## src/rtl/dac_ctrl_pkg.sv

```systemverilog
// Shared types and constants for the DAC121S101 host controller.
package dac_ctrl_pkg;

    localparam int FRAME_W = 16;
    localparam int CODE_W  = 12;

    localparam logic [1:0] PD_NORMAL = 2'b00;
    localparam logic [1:0] PD_1K     = 2'b01;
    localparam logic [1:0] PD_100K   = 2'b10;
    localparam logic [1:0] PD_HIZ    = 2'b11;

    typedef enum logic [1:0] {
        IDLE,
        SETUP,
        SHIFT,
        HOLD
    } state_t;

    function automatic logic [FRAME_W-1:0] build_frame(input logic [1:0] pd,
                                                       input logic [CODE_W-1:0] code);
        return {2'b00, pd, code};
    endfunction

endpackage

```

## src/rtl/dac_code_conv.sv

```systemverilog
// Signed 16-bit sample -> 12-bit offset-binary DAC code with rounding and positive saturation.
// One register stage; no backpressure, out_vld simply follows in_vld by one cycle.
module dac_code_conv
    import dac_ctrl_pkg::*;
(
    input  logic              core_clk,
    input  logic              arst_n,
    input  logic [15:0]       din,
    input  logic              in_vld,
    output logic [CODE_W-1:0] code,
    output logic              out_vld
);

    logic [15:0] sum;
    logic [15:0] sat;
    logic        ovf;
    logic        unused_lsb;

    // Adding +8 rounds to nearest; only a positive input can overflow.
    assign sum        = din + 16'd8;
    assign ovf        = ~din[15] & sum[15];
    assign sat        = ovf ? 16'h7FFF : sum;
    assign unused_lsb = ^sat[3:0];

    always_ff @(posedge core_clk or negedge arst_n) begin
        if (!arst_n) begin
            code    <= '0;
            out_vld <= 1'b0;
        end else begin
            code    <= {~sat[15], sat[14:4]};
            out_vld <= in_vld;
        end
    end

endmodule

```

## src/rtl/dac121s101_hctrl.sv

```systemverilog
// Serialises signed samples into DAC121S101 frames (nSYNC/SCLK/DIN) with a 1-entry input buffer.
// nSYNC falls two edges after acceptance; DATA_READY drops while the buffer holds a word.
module dac121s101_hctrl
    import dac_ctrl_pkg::*;
#(
    parameter int HALF_PERIOD   = 8,
    parameter int SETUP_CYC     = 8,
    parameter int SYNC_HIGH_CYC = 4
) (
    input  logic        CLK_HIGH,
    input  logic        RST_N,
    input  logic        EN,
    input  logic [15:0] DATA_IN,
    input  logic [1:0]  DATA_PD,
    input  logic        DATA_VALID,
    output logic        DATA_READY,
    output logic        DAC_nSYNC,
    output logic        DAC_SCLK,
    output logic        DAC_DIN,
    output logic        BUSY,
    output logic        FRAME_DONE
);

    localparam logic [15:0] SETUP_LAST = 16'(SETUP_CYC - 1);
    localparam logic [15:0] HALF_LAST  = 16'(HALF_PERIOD - 1);
    localparam logic [15:0] BIT_LAST   = 16'(2 * HALF_PERIOD - 1);
    localparam logic [15:0] HOLD_LAST  = 16'(SYNC_HIGH_CYC - 1);
    localparam logic [15:0] GAP_MIN    = 16'(SYNC_HIGH_CYC);

    state_t               state;
    logic [15:0]          cnt;
    logic [3:0]           bit_idx;
    logic [FRAME_W-2:0]   shreg;
    logic                 run;
    logic                 buf_full;
    logic [15:0]          buf_dat;
    logic [1:0]           buf_pd;
    logic [CODE_W-1:0]    code;
    logic                 code_vld;
    logic                 conv_in_vld;
    logic                 accept;
    logic                 launch;
    logic [FRAME_W-1:0]   frame_new;

    assign DATA_READY  = EN & run & ~buf_full;
    assign accept      = DATA_VALID & DATA_READY;
    assign BUSY        = (state != IDLE) | buf_full;
    assign frame_new   = build_frame(buf_pd, code);
    // In IDLE, cnt tracks nSYNC high time so the first frame after reset still honours the gap.
    assign launch      = (state == IDLE) & EN & buf_full & code_vld & (cnt >= GAP_MIN);
    assign conv_in_vld = buf_full & EN & ~launch;

    dac_code_conv u_conv (
        .core_clk (CLK_HIGH),
        .arst_n   (RST_N),
        .din      (buf_dat),
        .in_vld   (conv_in_vld),
        .code     (code),
        .out_vld  (code_vld)
    );

    always_ff @(posedge CLK_HIGH or negedge RST_N) begin
        if (!RST_N) begin
            run      <= 1'b0;
            buf_full <= 1'b0;
            buf_dat  <= '0;
            buf_pd   <= '0;
        end else begin
            run <= 1'b1;
            if (!EN || launch) begin
                buf_full <= 1'b0;
            end else if (accept) begin
                buf_full <= 1'b1;
                buf_dat  <= DATA_IN;
                buf_pd   <= DATA_PD;
            end
        end
    end

    always_ff @(posedge CLK_HIGH or negedge RST_N) begin
        if (!RST_N) begin
            state      <= IDLE;
            cnt        <= '0;
            bit_idx    <= '0;
            shreg      <= '0;
            DAC_nSYNC  <= 1'b1;
            DAC_SCLK   <= 1'b1;
            DAC_DIN    <= 1'b0;
            FRAME_DONE <= 1'b0;
        end else begin
            FRAME_DONE <= 1'b0;
            case (state)
                IDLE: begin
                    if (launch) begin
                        shreg     <= frame_new[FRAME_W-2:0];
                        DAC_DIN   <= frame_new[FRAME_W-1];
                        DAC_nSYNC <= 1'b0;
                        DAC_SCLK  <= 1'b1;
                        bit_idx   <= '0;
                        cnt       <= '0;
                        state     <= SETUP;
                    end else if (cnt < GAP_MIN) begin
                        cnt <= cnt + 16'd1;
                    end
                end
                SETUP: begin
                    if (cnt == SETUP_LAST) begin
                        cnt   <= '0;
                        state <= SHIFT;
                    end else begin
                        cnt <= cnt + 16'd1;
                    end
                end
                SHIFT: begin
                    if (cnt == HALF_LAST) begin
                        DAC_SCLK <= 1'b0;
                    end
                    if (cnt == BIT_LAST) begin
                        cnt      <= '0;
                        DAC_SCLK <= 1'b1;
                        if (bit_idx == 4'd15) begin
                            DAC_nSYNC  <= 1'b1;
                            DAC_DIN    <= 1'b0;
                            FRAME_DONE <= 1'b1;
                            state      <= HOLD;
                        end else begin
                            bit_idx <= bit_idx + 4'd1;
                            DAC_DIN <= shreg[FRAME_W-2];
                            shreg   <= {shreg[FRAME_W-3:0], 1'b0};
                        end
                    end else begin
                        cnt <= cnt + 16'd1;
                    end
                end
                HOLD: begin
                    if (cnt == HOLD_LAST) begin
                        cnt   <= GAP_MIN;
                        state <= IDLE;
                    end else begin
                        cnt <= cnt + 16'd1;
                    end
                end
                default: state <= IDLE;
            endcase
        end
    end

endmodule

```

## config.mk

```make
export PLATFORM = sky130hd
export DESIGN_NAME = dac121s101_hctrl
export DESIGN_NICKNAME = d
export VERILOG_FILES = /design/src/rtl/dac_ctrl_pkg.sv /design/src/rtl/dac_code_conv.sv /design/src/rtl/dac121s101_hctrl.sv
export SDC_FILE = /design/constraint.sdc
export NUM_CORES = 1
export LEC_CHECK = 0
export BUFFER_PORTS_ARGS = -buffer_cell sky130_fd_sc_hd__buf_4
export CELL_PAD_IN_SITES_DETAIL_PLACEMENT = 1
export CELL_PAD_IN_SITES_GLOBAL_PLACEMENT = 2
export CORE_UTILIZATION = 36
export CTS_CLUSTER_SIZE = 30
export DETAILED_ROUTE_END_ITERATION = 10
export PLACE_DENSITY = 0.79
export RECOVER_POWER = 50
export SYNTH_ARGS = -nofsm -noshare
export SYNTH_HDL_FRONTEND = slang
export SYNTH_SLANG_ARGS = --single-unit
export TNS_END_PERCENT = 30
```

## constraint.sdc

```tcl
create_clock -name CLK_HIGH -period 2.5 [get_ports CLK_HIGH]
set_clock_uncertainty 0.1 [all_clocks]
set_input_delay 0.375 -clock CLK_HIGH [delete_from_list [all_inputs] [get_ports CLK_HIGH]]
set_output_delay 0.375 -clock CLK_HIGH [all_outputs]
set_load 0.03 [all_outputs]
```

==> results.md <==
Clock network:
- The root cell of the clock tree is clkbuf_8.
- The clock transition time at the flip-flop clock pins of the worst setup and hold paths is 0.09 ns.
- In this run the number of H-tree levels came out at 3.
- The number of sinks handled by clock tree synthesis is 71.
- The clock tree buffer depth is 2.
- The total CTS buffers is 9.
- The CTS tree is built.
- At the later pin of the worst-skew pair, clock insertion delay measures 0.35 ns.

Floorplanning:
- Measured along the x axis, the die boundary spans 101 um.
- The total I/O pin count is 28.
- The total die area is slightly above 0.01 mm2.
- The effective utilization at floorplan is 0.376.
- The height of the die is around 100 um.
- The total number of placement rows is 35.
- The core region is 0.00937 mm2.

Synthesis:
- Of the total synthesized cell area, the portion taken by AND, OR, NAND and NOR gates is 0.156.
- The mean cell area of the mapped netlist is ~11 um2.
- The cell accounting for the most synthesized area is dfrtp_1.
- The net count of the mapped netlist is 348.
- The cell area that synthesis handed to floorplanning was about 0.0035 mm2.
- The multiplexer share of the synthesized area is 0.142.
- For this run, the register share of the synthesized area comes to 0.505.
- The synthesized-area fraction occupied by ao, oa, aoi and oai cells is 0.0884.
- Sorting the synthesized cells by how often they occur yields dfrtp_1 (69), mux2_2 (30), nand2_1 (25), nor2_1 (23).
- The parity-gate share of the synthesized area counting xor and xnor cells is 0.0422.
- By area the synthesized netlist is led by dfrtp_1 (49%), mux2_2 (9.6%), mux2_1 (4.2%), ha_1 (3.5%), xnor2_1 (3.0%).
- The most instantiated library cell after synthesis is dfrtp_1.
- After synthesis, the largest family of logic cells by area is simple AND/OR/NAND/NOR gates.
- The most frequently used flop master after synthesis is dfrtp_1.
- Of the total synthesized cell area, the portion taken by full adders, half adders and majority gates is 0.0355.
- The post-synthesis async set-or-reset flop share is 1.00.
- Yosys printed 0 warnings.
- Synthesis inferred approximately 70 register bits.
- Synthesis handed over a netlist of between 300 and 400 instances.
- The number of different library cells used by synthesis comes to 52.
- In this run, synthesis inferred 0 flip-flops with an integrated enable.
- The share of synthesized area in the top cell type comes to 0.490.

Global route:
- The first global-routing pass estimated ~14000 um of wire.
- The via count of the first global-routing pass is approximately 2800.
- Entering global routing, the biggest net connects a little over 70 pins.
- The number of antenna violations at the first check in global routing is 0.
- The leftover overflow at the end of global routing is 0.
- The combined global-route utilization of all metal layers is 0.174.

STA:
- After layout, the minimum clock period comes to 2.56 ns.
- The number of pins with negative max-slew slack in the final report was between 70 and 80.
- The headroom to the max-slew limit is -0.168.
- The post-route worst hold slack is 0.150 ns.
- The part of the cycle the worst path needs is 1.02.
- The worst-case setup margin in the final layout is -0.0591 ns.
- The transition at the pin with the smallest max-transition slack is around 1.8 ns.
- Derived from the worst setup path, the maximum achievable clock frequency is 391 MHz.
- The number of failing hold endpoints at the final stage is 0.
- Setup repair after global routing could not meet its margin everywhere.
- Setup violations remaining at the end of the flow were counted as 16.
- Adding up every negative setup slack in the final design gives -0.600 ns.

Power:
- Summed over all cells, the static leakage comes to between 0.002 and 0.0025 uW.
- The power per cell area is between 1000 and 1500 mW/mm2.
- VDD sags by at most between 0.0004 and 0.0005 V.

Setup path:
- The worst reg-to-reg path cell count is 6.
- The nature of the critical path endpoint is a flip-flop.
- The biggest fanout along the worst timing path is 6.
- The worst endpoint required time is 2.64 ns.
- The setup path with the least slack is of type reg -> reg.
- STA puts the critical path data arrival time at about 2.7 ns.
- STA classifies the critical path startpoint as a flip-flop.

Outcome:
- The checks that failed: capacitance limit, slew limit, setup timing.
- The flow ran to the end, but the final reports show violations.

Finish:
- At the end of the flow, the number of nets in the layout was 421.
- Of the cells placed in the final design, the portion with a size suffix greater than 1 is 0.381.
- The synthesis-to-layout area growth is 29.6%.
- The number of antenna cells inserted is 0.

Route:
- In the final routed layout, each cell accounts on average for 15.3 um.
- The DRC violation count after routing is 0.
- The count of vias placed by the detailed router is between 2000 and 3000.
- In the routed layout, each cell is associated on average with a via count of roughly 5.0.
- The iteration count of the initial detailed-routing pass is 4.
- The final routed wirelength across all metal layers is 8010 um.
- For this block, the initial DRC count from the detailed router was 55.
- In this run the remaining antenna-violating nets after routing total 0.

Placed design:
- At the end of routability-driven placement, the weighted congestion stood at 0.744.
- The worst setup slack after placement is -0.133 ns.
- After legalization and detailed placement, the total HPWL measured roughly 5400 um.
- The number of I/O port buffers is 24.

Flow run:
- The max-capacitance violation count is 1.

Hold path:
- Along the worst hold path, the cell count comes to 2.
- The worst min-delay path category is in -> reg.
cells in the final DEF (no fill, tap or decap), types with 2 or more instances in the layout:
| cell | count |
|---|---|
| inv_1 | 16 |
| mux2_1 | 4 |
| nand2_1 | 25 |
| or2_2 | 2 |
| mux2_4 | 11 |
| buf_4 | 59 |
| buf_12 | 3 |
| and3_1 | 10 |
| xor2_1 | 5 |
| a31oi_1 | 4 |
| a31oi_4 | 2 |
| nor3_1 | 4 |
| dfstp_2 | 2 |
| nand4_1 | 4 |
| buf_6 | 6 |
| nand3_1 | 16 |
| dfrtp_1 | 69 |
| nand4b_1 | 2 |
| o21ai_0 | 9 |
| nor2_1 | 23 |
| ha_1 | 10 |
| inv_6 | 3 |
| mux2_2 | 29 |
| clkinvlp_4 | 2 |
| or4_4 | 5 |
| clkbuf_8 | 9 |
| o21ai_1 | 2 |
| o211ai_4 | 2 |
| o41ai_4 | 2 |
| nand2b_1 | 2 |
| xnor2_1 | 12 |
| o22ai_2 | 2 |
| a21oi_1 | 7 |
| and2_1 | 2 |
| and4_1 | 2 |
routing by layer:
metal,GRT usage,vias to the layer above,wire length [um]
met1,0.204,1327,3480
met4,0.0635,0,99
li1,-,1267,-
met5,0,-,0
met2,0.318,21,4300
met3,0.0270,8,133
cell type report:
cell class	count	area, um2
repair buffers	69	576
fillers	1069	4800
clock inverters	7	61.3
inverters	16	60.1
well taps	129	161
flip-flops and latches	71	1780
clock buffers	9	124
multi-input cells	222	1810
critical path, stage by stage (launching register included):
cell and delay (ns):
dfrtp_1 0.39, or4_4 0.58, or4_4 0.52, a22o_4 0.27, buf_6 0.14, and2_4 0.15, mux2_4 0.29
worst paths after layout:
| check | startpoint | endpoint | slack, ns |
|---|---|---|---|
| setup / recovery | cnt[12] | DAC_DIN | -0.06 |
| hold / removal | DATA_IN[4] | buf_dat[4] | 0.15 |
| setup reg to reg | cnt[12] | DAC_DIN | -0.06 |
| hold reg to reg | buf_dat[15] | u_conv.code[11] | 0.39 |
| max in group asynchronous | RST_N | cnt[1] | 0.87 |
| min in group asynchronous | RST_N | buf_dat[6] | 0.39 |
metrics by stage:
step	total power [uW]	utilization	cells	instance area, um2
detailed placement	3360	0.441	498	4130
finish	4620	0.487	523	4570
floorplan	2760	-	316	3530
CTS	4510	0.474	518	4440
global placement	3290	0.441	498	4130
global route	4940	0.487	523	4570
sequential cells by signal, summed over array words and instances (netlist names):
signal,cells
cnt,16
shreg,15
DAC_DIN,1
FRAME_DONE,1
buf_pd,2
buf_dat,13
run,1
DAC_nSYNC,1
u_conv.code,12
bit_idx,4
u_conv.out_vld,1
DAC_SCLK,1
state,2
buf_full,1
logic make-up (layout without fill, tap and decap cells):
logic type | count (synthesis) | count (layout)
AOI/OAI and AO/OA | 43 | 44
xor gates and xnor gates | 17 | 17
adders and majority gates | 10 | 10
buffers and inverters | 24 | 101
DFF | 71 | 71
muxes | 44 | 44
other | 1 | 1
and+or+nand+nor | 106 | 106
where the power goes:
part	switching, uW	internal [uW]	leakage (uW)
sequential	183	1460	0.000888
combinational	957	1140	0.00110
clock	499	379	0.0000888
total	1640	2980	0.00208
what timing repair did:
| item | in CTS | in global routing |
|---|---|---|
| pin swaps | 5 | 10 |
| cloned | 1 | 0 |
| hold buffers | 0 | 0 |
| setup endpoints to repair | 37 | 39 |
| buffers inserted | 3 | 5 |
| resized for setup | 17 | 14 |
(Power assumes the default switching activity.)
